<file path="config.mk">
export PLATFORM = sky130hd
export DESIGN_NAME = calc3_req_sequencer
export DESIGN_NICKNAME = d
export VERILOG_FILES = /design/src/rtl/calc3_seq_pkg.sv /design/src/rtl/calc3_cmd_fifo.sv /design/src/rtl/calc3_req_sequencer.sv
export SDC_FILE = /design/constraint.sdc
export NUM_CORES = 1
export LEC_CHECK = 0
export BUFFER_PORTS_ARGS = -buffer_cell sky130_fd_sc_hd__buf_2
export CORE_MARGIN = 3
export CORE_UTILIZATION = 66
export CTS_BUF_LIST = sky130_fd_sc_hd__clkbuf_4
export DETAILED_ROUTE_END_ITERATION = 7
export GPL_TIMING_DRIVEN = 0
export PLACE_DENSITY = 0.88
export SLEW_MARGIN = 25
export SYNTH_ARGS = -nofsm -noshare
export SYNTH_HDL_FRONTEND = slang
export SYNTH_HIERARCHICAL = 1
export SYNTH_SLANG_ARGS = --single-unit
</file>
<file path="constraint.sdc">
create_clock -name clk -period 6.65 [get_ports clk]
set_clock_uncertainty 0.1 [all_clocks]
set_input_delay 1.33 -clock clk [delete_from_list [all_inputs] [get_ports clk]]
set_output_delay 1.33 -clock clk [all_outputs]
set_load 0.005 [all_outputs]
</file>
<file path="src/rtl/calc3_seq_pkg.sv">
// Shared opcodes, response codes, slot/FSM types and decode helpers for the
// calc3 request sequencer.
package calc3_seq_pkg;

  localparam logic [3:0] OP_NOP   = 4'b0000;
  localparam logic [3:0] OP_ADD   = 4'b0001;
  localparam logic [3:0] OP_SUB   = 4'b0010;
  localparam logic [3:0] OP_SHL   = 4'b0101;
  localparam logic [3:0] OP_SHR   = 4'b0110;
  localparam logic [3:0] OP_STORE = 4'b1001;
  localparam logic [3:0] OP_FETCH = 4'b1010;
  localparam logic [3:0] OP_BR0   = 4'b1100;
  localparam logic [3:0] OP_BR1   = 4'b1101;

  localparam logic [1:0] RESP_NONE = 2'b00;
  localparam logic [1:0] RESP_OK   = 2'b01;
  localparam logic [1:0] RESP_ERR  = 2'b10;
  localparam logic [1:0] RESP_TMO  = 2'b11;

  typedef enum logic [1:0] {SLOT_FREE, SLOT_ISSUED, SLOT_DONE} slot_state_t;
  typedef enum logic {RUN, BR_WAIT} fsm_t;

  typedef struct packed {
    logic [3:0]  op;
    logic [4:0]  d1;
    logic [4:0]  d2;
    logic [4:0]  r1;
    logic [31:0] data;
  } cmd_t;

  function automatic logic is_alu(input logic [3:0] op);
    return op inside {OP_ADD, OP_SUB, OP_SHL, OP_SHR};
  endfunction

  function automatic logic is_branch(input logic [3:0] op);
    return op inside {OP_BR0, OP_BR1};
  endfunction

  function automatic logic uses_d1(input logic [3:0] op);
    return is_alu(op) || is_branch(op) || (op == OP_FETCH);
  endfunction

  function automatic logic uses_d2(input logic [3:0] op);
    return is_alu(op) || is_branch(op);
  endfunction

  function automatic logic has_dst(input logic [3:0] op);
    return is_alu(op) || (op == OP_STORE);
  endfunction

  // Stores write the register named by d1; ALU ops write r1.
  function automatic logic [4:0] dst_reg(input cmd_t c);
    return (c.op == OP_STORE) ? c.d1 : c.r1;
  endfunction

endpackage

</file>
<file path="src/rtl/calc3_cmd_fifo.sv">
// Host command FIFO: power-of-two depth, registered empty/full flags,
// head is visible combinationally from storage.
module calc3_cmd_fifo #(
  parameter int DEPTH = 4,
  parameter int W     = 51
) (
  input  logic         clk,
  input  logic         reset_n,
  input  logic         push,
  input  logic [W-1:0] push_data,
  input  logic         pop,
  output logic [W-1:0] head,
  output logic         empty,
  output logic         full
);

  localparam int AW = $clog2(DEPTH);

  logic [W-1:0]  mem [DEPTH];
  logic [AW-1:0] wr_ptr, rd_ptr;
  logic [AW:0]   count, count_next;
  logic          do_push, do_pop;

  assign do_push = push && !full;
  assign do_pop  = pop && !empty;
  assign head    = mem[rd_ptr];

  always_comb begin
    count_next = count;
    if (do_push && !do_pop)      count_next = count + (AW+1)'(1);
    else if (!do_push && do_pop) count_next = count - (AW+1)'(1);
  end

  // NOTE: sequential state is updated only with <= so every register samples pre-edge values.
  always_ff @(posedge clk) begin
    if (!reset_n) begin
      wr_ptr <= '0;
      rd_ptr <= '0;
      count  <= '0;
      empty  <= 1'b1;
      full   <= 1'b0;
    end else begin
      if (do_push) wr_ptr <= wr_ptr + AW'(1);
      if (do_pop)  rd_ptr <= rd_ptr + AW'(1);
      count <= count_next;
      empty <= (count_next == '0);
      full  <= (count_next == (AW+1)'(DEPTH));
    end
  end

  // NOTE: storage has no reset; entries are only read once count says they were written.
  always_ff @(posedge clk) begin
    if (do_push) mem[wr_ptr] <= push_data;
  end

endmodule

</file>
<file path="src/rtl/calc3_req_sequencer.sv">
// Command sequencer in front of calc3 port 1: tag allocation, RAW/branch
// blocking, tagged response capture, in-order retire with per-command timeout.
module calc3_req_sequencer
  import calc3_seq_pkg::*;
#(
  parameter int FIFO_DEPTH = 4,
  parameter int TIMEOUT    = 64
) (
  input  logic        clk,
  input  logic        reset_n,
  input  logic        cmd_valid,
  output logic        cmd_ready,
  input  logic [3:0]  cmd_op,
  input  logic [4:0]  cmd_d1,
  input  logic [4:0]  cmd_d2,
  input  logic [4:0]  cmd_r1,
  input  logic [31:0] cmd_data,
  output logic [3:0]  req1_cmd,
  output logic [4:0]  req1_d1,
  output logic [4:0]  req1_d2,
  output logic [4:0]  req1_r1,
  output logic [31:0] req1_data,
  output logic [1:0]  req1_tag,
  input  logic [1:0]  out1_resp,
  input  logic [31:0] out1_data,
  input  logic [1:0]  out1_tag,
  output logic        res_valid,
  input  logic        res_ready,
  output logic [1:0]  res_resp,
  output logic [31:0] res_data,
  output logic        busy,
  output logic        seq_err
);

  localparam int TMO_W = $clog2(TIMEOUT);

  cmd_t        push_cmd, head;
  logic        fifo_empty, fifo_full, live;
  slot_state_t slot_state   [4];
  logic [1:0]  slot_resp    [4];
  logic [31:0] slot_data    [4];
  logic [4:0]  slot_dst     [4];
  logic        slot_dst_vld [4];
  fsm_t        fsm;
  logic [1:0]  iss_ptr, ret_ptr, br_tag;
  logic [TMO_W-1:0] tmo_cnt;
  logic        hazard, all_free, issue, resp_seen, cap_hit, tmo_limit, tmo_fire, retire;

  // live is low for the first cycle after reset: gates host pushes and stale responses.
  assign push_cmd  = {cmd_op, cmd_d1, cmd_d2, cmd_r1, cmd_data};
  assign cmd_ready = live && !fifo_full;

  calc3_cmd_fifo #(.DEPTH(FIFO_DEPTH), .W($bits(cmd_t))) u_fifo (
    .clk       (clk),
    .reset_n   (reset_n),
    .push      (cmd_valid && cmd_ready && (cmd_op != OP_NOP)),
    .push_data (push_cmd),
    .pop       (issue),
    .head      (head),
    .empty     (fifo_empty),
    .full      (fifo_full)
  );

  // NOTE: defaults first so no path leaves a combinational output unassigned (no latches).
  always_comb begin
    hazard   = 1'b0;
    all_free = 1'b1;
    for (int i = 0; i < 4; i++) begin
      if (slot_state[i] != SLOT_FREE) begin
        all_free = 1'b0;
        if (slot_dst_vld[i] &&
            ((uses_d1(head.op) && head.d1 == slot_dst[i]) ||
             (uses_d2(head.op) && head.d2 == slot_dst[i])))
          hazard = 1'b1;
      end
    end
  end

  assign issue     = !fifo_empty && slot_state[iss_ptr] == SLOT_FREE && fsm == RUN &&
                     !hazard && (!is_branch(head.op) || all_free);
  assign resp_seen = live && (out1_resp != RESP_NONE);
  assign cap_hit   = resp_seen && slot_state[out1_tag] == SLOT_ISSUED;
  assign tmo_limit = slot_state[ret_ptr] == SLOT_ISSUED && tmo_cnt == TMO_W'(TIMEOUT - 1);
  assign tmo_fire  = tmo_limit && !(cap_hit && out1_tag == ret_ptr);
  assign res_valid = slot_state[ret_ptr] == SLOT_DONE;
  assign retire    = res_valid && res_ready;
  assign res_resp  = res_valid ? slot_resp[ret_ptr] : RESP_NONE;
  assign res_data  = res_valid ? slot_data[ret_ptr] : '0;
  assign busy      = !fifo_empty || !all_free;

  // Each slot event requires a distinct prior state, so at most one applies per slot.
  always_ff @(posedge clk) begin
    if (!reset_n) begin
      fsm       <= RUN;
      iss_ptr   <= '0;
      ret_ptr   <= '0;
      br_tag    <= '0;
      tmo_cnt   <= '0;
      seq_err   <= 1'b0;
      live      <= 1'b0;
      req1_cmd  <= OP_NOP;
      req1_d1   <= '0;
      req1_d2   <= '0;
      req1_r1   <= '0;
      req1_data <= '0;
      req1_tag  <= '0;
      for (int i = 0; i < 4; i++) slot_state[i] <= SLOT_FREE;
    end else begin
      live      <= 1'b1;
      req1_cmd  <= OP_NOP;
      req1_d1   <= '0;
      req1_d2   <= '0;
      req1_r1   <= '0;
      req1_data <= '0;
      req1_tag  <= '0;
      if (issue) begin
        req1_cmd            <= head.op;
        req1_d1             <= head.d1;
        req1_d2             <= head.d2;
        req1_r1             <= head.r1;
        req1_data           <= head.data;
        req1_tag            <= iss_ptr;
        slot_state[iss_ptr] <= SLOT_ISSUED;
        iss_ptr             <= iss_ptr + 2'd1;
      end
      if (cap_hit)                slot_state[out1_tag] <= SLOT_DONE;
      if (resp_seen && !cap_hit)  seq_err <= 1'b1;
      if (tmo_fire)               slot_state[ret_ptr] <= SLOT_DONE;
      if (retire) begin
        slot_state[ret_ptr] <= SLOT_FREE;
        ret_ptr             <= ret_ptr + 2'd1;
      end
      tmo_cnt <= (slot_state[ret_ptr] == SLOT_ISSUED && !tmo_limit) ? tmo_cnt + TMO_W'(1) : '0;
      case (fsm)
        RUN: if (issue && is_branch(head.op)) begin
          fsm    <= BR_WAIT;
          br_tag <= iss_ptr;
        end
        BR_WAIT: if (retire && ret_ptr == br_tag) fsm <= RUN;
        default: fsm <= RUN;
      endcase
    end
  end

  always_ff @(posedge clk) begin
    if (issue) begin
      slot_dst[iss_ptr]     <= dst_reg(head);
      slot_dst_vld[iss_ptr] <= has_dst(head.op);
    end
    if (tmo_fire) begin
      slot_resp[ret_ptr] <= RESP_TMO;
      slot_data[ret_ptr] <= '0;
    end
    if (cap_hit) begin
      slot_resp[out1_tag] <= out1_resp;
      slot_data[out1_tag] <= out1_data;
    end
  end

endmodule

</file>
==> metrics.txt <==
Rel. slew slack=0.413; Hold Path Stages=1; Non-Filler Instances=around 1.9k; placed cell count=about 1.6k; Slew Limit Fails=0; kind of critical path=reg2reg; antenna violations before repair=7; synthesized area per cell=between 15 and 20 sq um; Final Critical Period=approximately 4.5 ns; DRT antenna net count=0; Clk pwr share=0.345; H-tree levels=3; Congestion Overflow GR=0; TritonCTS clock tree=done; period utilization=0.672; Async SR Flop Fraction=0; switch share=0.257; Die Wd=~170 um; final hold slack=roughly 0.35 ns; via count=~11k; Setup crit start kind=flop; Reg power frac=0.505; CTS Root Cell=clkbuf_4; outcome=complete, no violations; Pwr per Cell Area=about 310 mW/mm^2; Final Hold Vio Count=0; largest net degree at the start of global routing=44; CTS Sinks=about 460; synth-to-layout area growth=16.4%; TritonRoute pass-1 iters=5; Top FF cell, synth=edfxtp_1; Hold Path End=tmo_cnt[0]; post-synth top area share=0.600; Reg2Reg Setup Slack=about 2.2 ns; first-pass GRT wire length=between 50000 and 60000 um; Synth warnings=6; Setup TNS=0 ns; DRT iter0 DRCs=636; Peak Freq=224 MHz; row count=60; worst-path fanout max=11; max-cap violations=0; io pins=roughly 180; Worst EP required=7.12 ns; wire per inst=~20 um; Max VDD drop=approximately 220 uV; routability cong.=0.816; HPWL after DPL=roughly 25000 um; synthesized cell area=0.0184 sq mm; vias in the first global route=approximately 11k; Setup crit end kind=flop; CTS Buf Count=about 110; DRT Wirelength=37600 um; port bufs=180; Worst-Margin Slew=approximately 0.88 ns; leakage=between 7 and 8 nW; post_cts resized=0; NetSw=1.68 mW; register area share after synthesis=0.695; Clock transition at path regs=about 0.060 ns; Final Cell Area=between 0.02 and 0.025 sq mm; Clock Latency Late Sink=~0.74 ns; min-delay worst type=reg2reg; height of the die=between 150 and 200 um; Power Internal=4.87 mW; top cells by area, synth=edfxtp_1, mux4_2, dfxtp_1; Post-synth EDFFs=between 300 and 400; worst reg2reg endpoint=u_fifo/empty; top-count cell post-synth=edfxtp_1; Critical-path top delay cell=nor3_2; post-synth net total=approximately 1.2k; synth unique cells=66; crit path cell chain=clkbuf_1, buf_4, mux4_2, buf_2, xnor2_1, nand4_1, nor3_1, o41a_1, nor3_2, nor2b_4, buf_6, xnor2_2, a311oi_2, o31ai_1; Commonest cells post-synth=edfxtp_1, and2_1, mux4_2; cells on worst reg2reg path=14; area leader, netlist=edfxtp_1; hold path startpoint=tmo_cnt[0]; # DRC=0; DR vias/cell=about 5.7; Starting Density=0.678; FF+latch count, synth=roughly 460; share of layout cells above drive strength 1=0.341; All-Layer GR Usage=0.256; clock buffer depth=3; Post-DP Area=roughly 0.02 sq mm; Crit path largest cell delay=approximately 0.7 ns; Worst EP arrival=about 4.9 ns; Syn Inst Count=approximately 1.1k; Core Area=between 0.02 and 0.03 sq mm; die area=~0.030 sq mm; postcts setup bufs=0; Final setup viols=0; RSZ-0062 raised after global routing=false; # nets final=roughly 1.5k; Logic pwr share=0.150; hold-fix buffers at CTS=0
state kept, by name (all words and copies together), names as in the netlist, 2 cells and up, named ones only:
signal,count
req1_tag,2
iss_ptr,2
u_fifo/mem,204
slot_dst,20
slot_resp,8
req1_cmd,4
ret_ptr,2
req1_d1,5
req1_d2,5
slot_state,8
u_fifo/count,3
tmo_cnt,6
req1_r1,5
slot_data,128
br_tag,2
u_fifo/wr_ptr,2
u_fifo/rd_ptr,2
slot_dst_vld,4
req1_data,32
metrics by stage:
stage                     utilization  power [mW]  setup WS [ns]
final                           0.789        6.55           2.18
after global placement          0.728        4.30           1.40
after CTS                       0.788        6.61           2.16
after floorplan                     -        3.98           2.44
after global routing            0.789        6.86           1.94
after detailed placement        0.735        4.35           1.98
power groups by stage:
| stage | logic (mW) | registers (mW) | clock network (mW) |
|---|---|---|---|
| 5_1_grt | 1.07 | 3.32 | 2.47 |
| 6_report | 0.982 | 3.31 | 2.26 |
| 4_1_cts | 0.990 | 3.31 | 2.31 |
| 3_5_place_dp | 0.983 | 3.37 | 0 |
| 3_3_place_gp | 0.938 | 3.37 | 0 |
| 2_1_floorplan | 0.630 | 3.35 | 0 |
cells by family (layout without fill, tap and decap cells):
| group | count (synthesis) | after routing | synth area share |
|---|---|---|---|
| flip-flops | 455 | 455 | 0.695 |
| XOR/XNOR | 55 | 55 | 0.0266 |
| AND/OR/NAND/NOR | 338 | 338 | 0.113 |
| other | 0 | 3 | 0 |
| multiplexers | 98 | 98 | 0.113 |
| buffers and inverters | 72 | 466 | 0.0183 |
| AO/OA/AOI/OAI | 52 | 52 | 0.0240 |
| adder cells (fa/ha/maj) | 15 | 15 | 0.0102 |
worst max path at each step:
| stage | end | slack [ns] | depth (start not counted) |
|---|---|---|---|
| 2_1_floorplan | slot_data[2][0] | 2.44 | 6 |
| 3_3_place_gp | slot_data[2][10] | 1.40 | 6 |
| 3_5_place_dp | slot_data[2][27] | 1.98 | 7 |
| 4_1_cts | u_fifo/empty | 2.16 | 14 |
| 5_1_grt | u_fifo/empty | 1.94 | 14 |
| 6_report | u_fifo/empty | 2.18 | 14 |
worst max-delay path, delay by kind of cell (launching register included):
family / cells / cell delay (ns)
xor gates and xnor gates: 2 / 0.27
AOI/OAI and AO/OA: 3 / 0.95
and+or+nand+nor: 4 / 1.17
muxes: 1 / 0.53
buffers and inverters: 4 / 1.01
DFF: 1 / 0.31
layout by cell type (no fill, tap or decap), types with 4 or more instances in the layout:
cell type | synthesis | final
buf_4 | 5 | 5
nor3_1 | 10 | 10
o21ai_0 | 5 | 5
clkbuf_4 | 0 | 163
buf_12 | 0 | 6
nand3_1 | 6 | 6
buf_6 | 5 | 5
clkbuf_1 | 36 | 36
a21oi_1 | 11 | 11
inv_1 | 14 | 14
buf_2 | 7 | 187
edfxtp_1 | 368 | 368
xor2_1 | 12 | 12
o21a_1 | 4 | 4
clkinv_1 | 1 | 30
xnor2_1 | 42 | 42
mux2i_1 | 5 | 5
nor4_1 | 4 | 4
nand2b_1 | 14 | 14
and2_1 | 224 | 220
or4_1 | 6 | 6
clkinv_2 | 0 | 7
mux4_2 | 88 | 88
dfxtp_1 | 87 | 87
nand4_1 | 9 | 9
ha_1 | 15 | 15
a211oi_1 | 4 | 4
mux2_2 | 5 | 5
nand2_1 | 21 | 21
a21o_2 | 0 | 4
nor2_1 | 17 | 17
and2_4 | 1 | 5
cell type report:
class,instances,area [sq um]
flip-flops and latches,455,12800
diodes,3,7.51
clock buffers,163,1220
fillers,1478,5740
multi-input cells,558,5310
plain buffers,57,280
clock inverters,43,226
well taps,372,465
repair buffers,188,1080
inverters,15,56.3
metal layers:
layer / up-vias / track usage / wire (um)
met5: - / 0 / 47
met4: 8 / 0.0963 / 1100
met3: 97 / 0.0582 / 2440
met2: 421 / 0.445 / 19800
met1: 5259 / 0.316 / 14200
li1: 4774 / - / -
Power figures use the tool's default switching activity.
